## src/rtl/debug_console_pkg.sv

```systemverilog
// Shared definitions for the debug console unit.
// Contents:
//   - register indices (addr[4:2]) for the CPU-visible register map
//   - CSR bit positions and the CSR reset value
//   - a helper that turns a byte address into a register index
package debug_console_pkg;

  localparam logic [2:0] TIMEL = 3'd0;
  localparam logic [2:0] TIMEH = 3'd1;
  localparam logic [2:0] CSR   = 3'd2;
  localparam logic [2:0] DATA  = 3'd3;
  localparam logic [2:0] CMPL  = 3'd4;
  localparam logic [2:0] CMPH  = 3'd5;

  localparam int CSR_CLR     = 0;
  localparam int CSR_BLOCK   = 1;
  localparam int CSR_TIE     = 2;
  localparam int CSR_OVF     = 3;
  localparam int CSR_TIP     = 4;
  localparam int CSR_EMPTY   = 5;
  localparam int CSR_FULL    = 6;
  localparam int CSR_CNT_LSB = 16;

  localparam logic [31:0] CSR_RESET = 32'h0000_0020;

  // Registers are word aligned, so the two low address bits never select anything.
  function automatic logic [2:0] reg_index(input logic [4:0] addr);
    return addr[4:2];
  endfunction

endpackage

```

## src/rtl/dbg_byte_fifo.sv

```systemverilog
// Parametrised synchronous byte FIFO.
// Ports:
//   clk, rst_n       clock, asynchronous active-low reset
//   push, push_data  write request and byte; refused when full unless a pop frees a slot
//   pop              read request; ignored when empty
//   flush            empties the FIFO, overriding any push or pop in the same cycle
//   head             oldest byte (0 while empty)
//   full, empty      occupancy flags
//   count            number of stored bytes, 0..DEPTH
module dbg_byte_fifo #(
  parameter int DEPTH = 128,
  localparam int AW = $clog2(DEPTH),
  localparam int CW = AW + 1
) (
  input  logic          clk,
  input  logic          rst_n,
  input  logic          push,
  input  logic [7:0]    push_data,
  input  logic          pop,
  input  logic          flush,
  output logic [7:0]    head,
  output logic          full,
  output logic          empty,
  output logic [CW-1:0] count
);

  logic [7:0]    mem [DEPTH];
  logic [AW-1:0] wr_ptr;
  logic [AW-1:0] rd_ptr;
  logic [CW-1:0] count_q;
  logic          push_ok;
  logic          pop_ok;

  assign empty   = (count_q == '0);
  assign full    = (count_q == CW'(DEPTH));
  assign pop_ok  = pop & ~empty;
  // A push into a full FIFO is still accepted when the same cycle pops a byte out.
  assign push_ok = push & (~full | pop_ok);

  always_ff @(posedge clk) begin
    if (push_ok && !flush) begin
      mem[wr_ptr] <= push_data;
    end
  end

  // Pointers wrap naturally because DEPTH is a power of two.
  always_ff @(posedge clk or negedge rst_n) begin
    if (!rst_n) begin
      wr_ptr  <= '0;
      rd_ptr  <= '0;
      count_q <= '0;
    end else if (flush) begin
      wr_ptr  <= '0;
      rd_ptr  <= '0;
      count_q <= '0;
    end else begin
      if (push_ok) wr_ptr <= wr_ptr + 1'b1;
      if (pop_ok)  rd_ptr <= rd_ptr + 1'b1;
      count_q <= count_q + CW'(push_ok) - CW'(pop_ok);
    end
  end

  // Gating with empty keeps the stream data at 0 after reset without resetting the array.
  assign head  = empty ? 8'h00 : mem[rd_ptr];
  assign count = count_q;

endmodule

```

## src/rtl/debug_console_unit.sv

```systemverilog
// Debug console unit: memory-mapped timer, timer-compare interrupt and byte FIFO
// that drains through a valid/ready stream.
// Ports:
//   clk_i, rst_ni          clock, asynchronous active-low reset
//   addr_i                 byte address, register select in [4:2]
//   wdata_cpu_i, wr_en_i   CPU write
//   rd_en_i                CPU read strobe (registers the address, TIMEL side effect)
//   stall_o                holds the CPU while a blocking DATA write waits for space
//   data_cpu_o             read data, one cycle after rd_en_i
//   tx_data_o, tx_valid_o  FIFO head byte and non-empty flag
//   tx_ready_i             sink ready; a byte pops on tx_valid_o & tx_ready_i
//   irq_o                  registered TIE & TIP
// Optional build macro: DEBUG_CONSOLE_SIM_PRINT_EN adds a simulation-only
// line printer on the popped byte stream.
module debug_console_unit
  import debug_console_pkg::*;
#(
  parameter int FIFO_DEPTH = 128,
  parameter int TIMER_W    = 64,
  localparam int CNT_W     = $clog2(FIFO_DEPTH) + 1
) (
  input  logic        clk_i,
  input  logic        rst_ni,
  input  logic [4:0]  addr_i,
  input  logic [31:0] wdata_cpu_i,
  input  logic        wr_en_i,
  input  logic        rd_en_i,
  output logic        stall_o,
  output logic [31:0] data_cpu_o,
  output logic [7:0]  tx_data_o,
  output logic        tx_valid_o,
  input  logic        tx_ready_i,
  output logic        irq_o
);

  logic [TIMER_W-1:0] timer_q;
  logic [63:0]        timer64;
  logic [31:0]        timel_q;
  logic [31:0]        timeh_q;
  logic [31:0]        cmpl_q;
  logic [31:0]        cmph_q;
  logic [2:0]         rd_idx_q;
  logic [2:0]         idx;
  logic               block_q, tie_q, ovf_q, tip_q, irq_q;
  logic               tie_next, tip_next;
  logic               csr_wr, data_wr, pop, blocked, flush, match;
  logic               fifo_full, fifo_empty;
  logic [CNT_W-1:0]   fifo_count;
  logic [31:0]        csr_val;
  logic [31:0]        rdata;
  logic               unused_ok;

  assign unused_ok = ^addr_i[1:0];

  assign idx     = reg_index(addr_i);
  assign timer64 = 64'(timer_q);
  assign csr_wr  = wr_en_i && (idx == CSR);
  assign data_wr = wr_en_i && (idx == DATA);
  assign pop     = tx_valid_o & tx_ready_i;
  assign flush   = csr_wr & wdata_cpu_i[CSR_CLR];
  assign match   = (timer64 == {cmph_q, cmpl_q});

  // A DATA write that finds no room this cycle either stalls the CPU or is dropped.
  assign blocked = data_wr & fifo_full & ~pop;
  assign stall_o = blocked & block_q;

  dbg_byte_fifo #(.DEPTH(FIFO_DEPTH)) u_fifo (
    .clk       (clk_i),
    .rst_n     (rst_ni),
    .push      (data_wr),
    .push_data (wdata_cpu_i[7:0]),
    .pop       (pop),
    .flush     (flush),
    .head      (tx_data_o),
    .full      (fifo_full),
    .empty     (fifo_empty),
    .count     (fifo_count)
  );

  assign tx_valid_o = ~fifo_empty;

  // A compare match beats a simultaneous write-1-to-clear of TIP.
  always_comb begin
    tie_next = tie_q;
    tip_next = tip_q;
    if (csr_wr) begin
      tie_next = wdata_cpu_i[CSR_TIE];
      if (wdata_cpu_i[CSR_TIP]) tip_next = 1'b0;
    end
    if (match) tip_next = 1'b1;
  end

  // Timer and CSR state; irq follows the same-edge TIE/TIP values so it is TIE & TIP delayed by nothing but the register.
  always_ff @(posedge clk_i or negedge rst_ni) begin
    if (!rst_ni) begin
      timer_q <= '0;
      block_q <= CSR_RESET[CSR_BLOCK];
      tie_q   <= CSR_RESET[CSR_TIE];
      ovf_q   <= CSR_RESET[CSR_OVF];
      tip_q   <= CSR_RESET[CSR_TIP];
      irq_q   <= 1'b0;
      cmpl_q  <= '1;
      cmph_q  <= '1;
    end else begin
      timer_q <= timer_q + 1'b1;
      tie_q   <= tie_next;
      tip_q   <= tip_next;
      irq_q   <= tie_next & tip_next;
      if (csr_wr) block_q <= wdata_cpu_i[CSR_BLOCK];
      if (blocked && !block_q) begin
        ovf_q <= 1'b1;
      end else if (csr_wr && wdata_cpu_i[CSR_OVF]) begin
        ovf_q <= 1'b0;
      end
      if (wr_en_i && idx == CMPL) cmpl_q <= wdata_cpu_i;
      if (wr_en_i && idx == CMPH) cmph_q <= wdata_cpu_i;
    end
  end

  // Reading TIMEL latches the whole timer so a following TIMEH read returns the matching upper half.
  always_ff @(posedge clk_i or negedge rst_ni) begin
    if (!rst_ni) begin
      rd_idx_q <= TIMEL;
      timel_q  <= '0;
      timeh_q  <= '0;
    end else if (rd_en_i) begin
      rd_idx_q <= idx;
      if (idx == TIMEL) begin
        timel_q <= timer64[31:0];
        timeh_q <= timer64[63:32];
      end
    end
  end

  always_comb begin
    csr_val                = '0;
    csr_val[CSR_BLOCK]     = block_q;
    csr_val[CSR_TIE]       = tie_q;
    csr_val[CSR_OVF]       = ovf_q;
    csr_val[CSR_TIP]       = tip_q;
    csr_val[CSR_EMPTY]     = fifo_empty;
    csr_val[CSR_FULL]      = fifo_full;
    csr_val[31:CSR_CNT_LSB] = 16'(fifo_count);
  end

  always_comb begin
    rdata = '0;
    case (rd_idx_q)
      TIMEL:   rdata = timel_q;
      TIMEH:   rdata = timeh_q;
      CSR:     rdata = csr_val;
      DATA:    rdata = 32'(fifo_count);
      CMPL:    rdata = cmpl_q;
      CMPH:    rdata = cmph_q;
      default: rdata = '0;
    endcase
  end

  assign data_cpu_o = rdata;
  assign irq_o      = irq_q;

`ifdef DEBUG_CONSOLE_SIM_PRINT_EN
  // Collects popped bytes into text lines for the simulation log.
  string line_buf = "";
  always @(posedge clk_i) begin
    if (rst_ni && pop) begin
      if (tx_data_o == 8'h0A) begin
        $display("debug_printf: %s", line_buf);
        line_buf = "";
      end else begin
        line_buf = $sformatf("%s%c", line_buf, tx_data_o);
        if (line_buf.len() >= 128) begin
          $display("debug_printf: %s", line_buf);
          line_buf = "";
        end
      end
    end
  end
`else
  // Without the print option the byte stream is only visible on the tx port.
`endif

endmodule

```

## config.mk

```make
export PLATFORM = sky130hd
export DESIGN_NAME = debug_console_unit
export DESIGN_NICKNAME = d
export VERILOG_FILES = /design/src/rtl/debug_console_pkg.sv /design/src/rtl/dbg_byte_fifo.sv /design/src/rtl/debug_console_unit.sv
export SDC_FILE = /design/constraint.sdc
export NUM_CORES = 2
export LEC_CHECK = 0
export BUFFER_PORTS_ARGS = -buffer_cell sky130_fd_sc_hd__buf_4
export CAP_MARGIN = 20
export CORE_UTILIZATION = 39
export DETAILED_ROUTE_END_ITERATION = 7
export SLEW_MARGIN = 20
export SYNTH_ARGS = -nofsm -noshare
export SYNTH_HDL_FRONTEND = slang
export SYNTH_SLANG_ARGS = --single-unit
```

## constraint.sdc

```tcl
create_clock -name clk_i -period 4.6 [get_ports clk_i]
set_input_delay 0.23 -clock clk_i [delete_from_list [all_inputs] [get_ports clk_i]]
set_output_delay 0.23 -clock clk_i [all_outputs]
set_load 0.005 [all_outputs]
```

==> results.yml <==
timing:
  finalCritPeriodShare: 0.980
  worst_clock_skew_ps: 30.9
  period_minus_slack_ps: 4510
  rsz0062_at_grt: "false"
  setup_tns_ps: 0
  tightest_slew_ps: 1120
  setup_violations: 0
  fmax_mhz: 222
  slew_viol_final: 0
  relSlewSlack: 0.252
  fin_ws_ps: 93.2
  hold_viol: 0
power_and_ir_drop:
  p_per_area_nw_per_um2: 547
  vdd_drop_max_mv: 0.413
  p_leak_nw: 19.8
worst_setup_path:
  worst-r2r-cell-count: 10
  worstSetupStartpointType: "register"
  cp-end-kind: "output port"
  crit_fanout: 20
  cp.required_ps: 4370
  worstPathArrival_ps: 4280
  r2r-end: "u_fifo.mem[119][1]"
  crit_type: "register to output port"
  r2r_slack_ps: 810
  r2r-start: "u_fifo.count[3]"
synthesis:
  synth_top_area_share: 0.604
  synth-edff-count: 1024
  netlist_instances: 2802
  synthArstFlopShare: 0.178
  ys_seq_area_frac: 0.714
  syn_nets: 2860
  synthMuxAreaShare: 0.161
  synth_seq_cells: 1246
  yosys.area.top_type: "edfxtp_1"
  synthSimpleGateAreaFrac: 0.0463
  synth.area.top_cells: "edfxtp_1 (60%), mux4_2 (11%), dfrtp_1 (7.8%)"
  synthFlopType: "edfxtp_1"
  synth_top_family_by_area: "multiplexers"
  syn_area_per_cell_um2: 18.2
  ys_types: 70
  synthXorXnorAreaFrac: 0.0246
  synth-compound-area-share: 0.0317
  syn_area_um2: 50900
  synth_fa_ha_area_frac: 0.00408
  yosysWarningCount: 0
placement:
  port_buffers: 82
  pre_cts_ws_ps: 642
  gp_congestion: 0.831
  hpwl_mm: 81.2
layout:
  fill_cells: 11000
  multi_input_area_um2: 13700
  nets: 3050
  regArea_um2: 36400
  area_delta_synth_final_pct: 14.6
  diodes: 0
  drive_above_1_share: 0.273
detailed_routing:
  routed-via-count: 26900
  drt_drc_violations_left: 0
  detail_route.iter0.violations: 2460
  drt_wl_total_mm: 128
  antenna_left: 0
  avgRoutedWirePerCell_um: 26.5
  viasPerCell: 5.56
  dr.pass1.iters: 5
clock_network:
  clockBufferDepth: 3
  cts_tree: "yes"
  cts-root-buf: "clkbuf_16"
  h-tree-depth: 4
  cts_sinks: 1246
  cts.clk_slew.worst_paths_ps: 60
  clk_latency_ps: 760
  cts_made_buffers: 132
die:
  io_pins: 85
  die_w_um: 363
  fp-row-count: 132
  fp.dieArea_um2: 132000
  core_um2: 129000
  start_util: 0.393
  die_h_um: 363
grt:
  antenna_found_initial: 0
  grt_max_degree: 128
  track_usage: 0.197
  grt_pass1_vias: 27900
  grt_pass1_wl_mm: 189
  grt_overflow_total: 0
worst_hold_path:
  holdPathStages: 1
  hold_path.class: "input port to register"
  min_from: "wdata_cpu_i[2]"
  min_to: "u_fifo.mem[2][2]"
job:
  cap_violations: 0
status:
  outcome: "completed"
[flip-flops by register name, summed over array words and instances, names as in the netlist]
register	count
u_fifo.rd_ptr	7
cmph_q	32
u_fifo.count	8
cmpl_q	32
tie_q	1
tip_q	1
timeh_q	32
ovf_q	1
timel_q	32
irq_o	1
u_fifo.wr_ptr	7
u_fifo.mem	1024
rd_idx_q	3
timer64	64
block_q	1
[cells in the final DEF (no fill, tap or decap), types with 26 or more instances in the layout]
| cell type | n |
|---|---|
| a21oi_1 | 45 |
| a22oi_1 | 31 |
| and2_1 | 27 |
| buf_4 | 161 |
| clkbuf_1 | 30 |
| clkbuf_16 | 134 |
| dfrtp_1 | 152 |
| dfstp_2 | 64 |
| dlygate4sd3_1 | 33 |
| edfxtp_1 | 1024 |
| mux2_2 | 141 |
| mux2i_1 | 104 |
| mux4_2 | 247 |
| nand2_1 | 96 |
| nand3_1 | 33 |
| nand4_1 | 29 |
| nor2_1 | 222 |
| nor3_1 | 26 |
| o22ai_1 | 26 |
| xnor2_1 | 82 |
| xor2_1 | 61 |
[layer usage]
| metal | vias up | share of wire | global-route usage |
|---|---|---|---|
| li1 | 11500 | - | - |
| met1 | 14300 | 0.42 | 0.273 |
| met2 | 950 | 0.48 | 0.313 |
| met3 | 200 | 0.067 | 0.0365 |
| met4 | 0 | 0.029 | 0.0628 |
| met5 | - | 0 | 0 |
[critical path: stages, from the launching register on]
cell and delay (ps):
dfrtp_4 570, buf_12 200, buf_4 220, nand3b_1 350
buf_4 310, o221ai_1 220, a21oi_1 80, a221oi_1 490
a311o_1 310, a21oi_1 140, nor3_4 340, buf_4 170
buf_4 100
[repair_timing]
action / 4_1_cts / 5_1_grt
hold buffers: 32 / 1
setup endpoints to repair: 2 / 3
gates cloned: 0 / 0
hold endpoints to repair: 182 / 24
setup buffers: 0 / 0
gates resized for setup: 2 / 5
[synth_stat cells, types with 19 or more instances]
master       n
nor3_1      28
mux2i_1    104
dfstp_2     64
xnor2_1     82
nand3_1     33
o22ai_1     26
o21ai_0     19
and2_1      27
inv_1       20
a22oi_1     31
clkbuf_1    67
edfxtp_1  1024
buf_2       33
nor2_1     223
nand4_1     29
a21oi_1     45
xor2_1      61
mux4_2     247
mux2_2     141
dfrtp_1    158
nand2_1     96
[worst max path at each step]
| stage | startpoint | slack [ps] | depth (start not counted) | to |
|---|---|---|---|---|
| after global routing | u_fifo.rd_ptr[0] | 2 | 10 | tx_data_o[1] |
| final | u_fifo.rd_ptr[0] | 90 | 12 | tx_data_o[1] |
| after global placement | u_fifo.rd_ptr[0] | 670 | 12 | tx_data_o[1] |
| after CTS | u_fifo.rd_ptr[0] | 20 | 12 | tx_data_o[1] |
| after floorplan | u_fifo.count[4] | 1700 | 10 | u_fifo.mem[77][0] |
| after detailed placement | u_fifo.rd_ptr[0] | 640 | 12 | tx_data_o[1] |
[through the flow]
step	area (µm²)	hold slack (ps)	std cells	power [W]	utilization
6_report	58400	67.7	4835	0.0319	0.451
5_1_grt	58400	86.8	4835	0.0331	0.451
4_1_cts	58300	54.7	4833	0.0321	0.450
3_5_place_dp	53700	419	4566	0.0217	0.415
3_3_place_gp	53700	398	4566	0.0216	0.415
2_1_floorplan	50900	-65.6	2802	0.0186	-
[area by class of cell]
type / instances / area share
Clock inverter: 58 / 0.0102
Clock buffer: 177 / 0.0625
Tap cell: 1742 / 0.0373
Inverter: 22 / 0.00141
Timing Repair Buffer: 206 / 0.0304
Sequential cell: 1246 / 0.624
Multi-Input combinational cell: 1384 / 0.234
[power breakdown]
| group | internal, W | switching, W | total (W) |
|---|---|---|---|
| logic | 0.00379 | 0.00468 | 0.00847 |
| clock network | 0.00595 | 0.00443 | 0.0104 |
| registers | 0.0126 | 0.000494 | 0.0130 |
[cells by family after synthesis]
kind of cell,count (synthesis)
AO/OA/AOI/OAI,226
XOR/XNOR,143
adder cells (fa/ha/maj),16
buffers and inverters,172
flip-flops,1246
multiplexers,492
AND/OR/NAND/NOR,507
No activity file was read; power rests on OpenSTA's default activity.
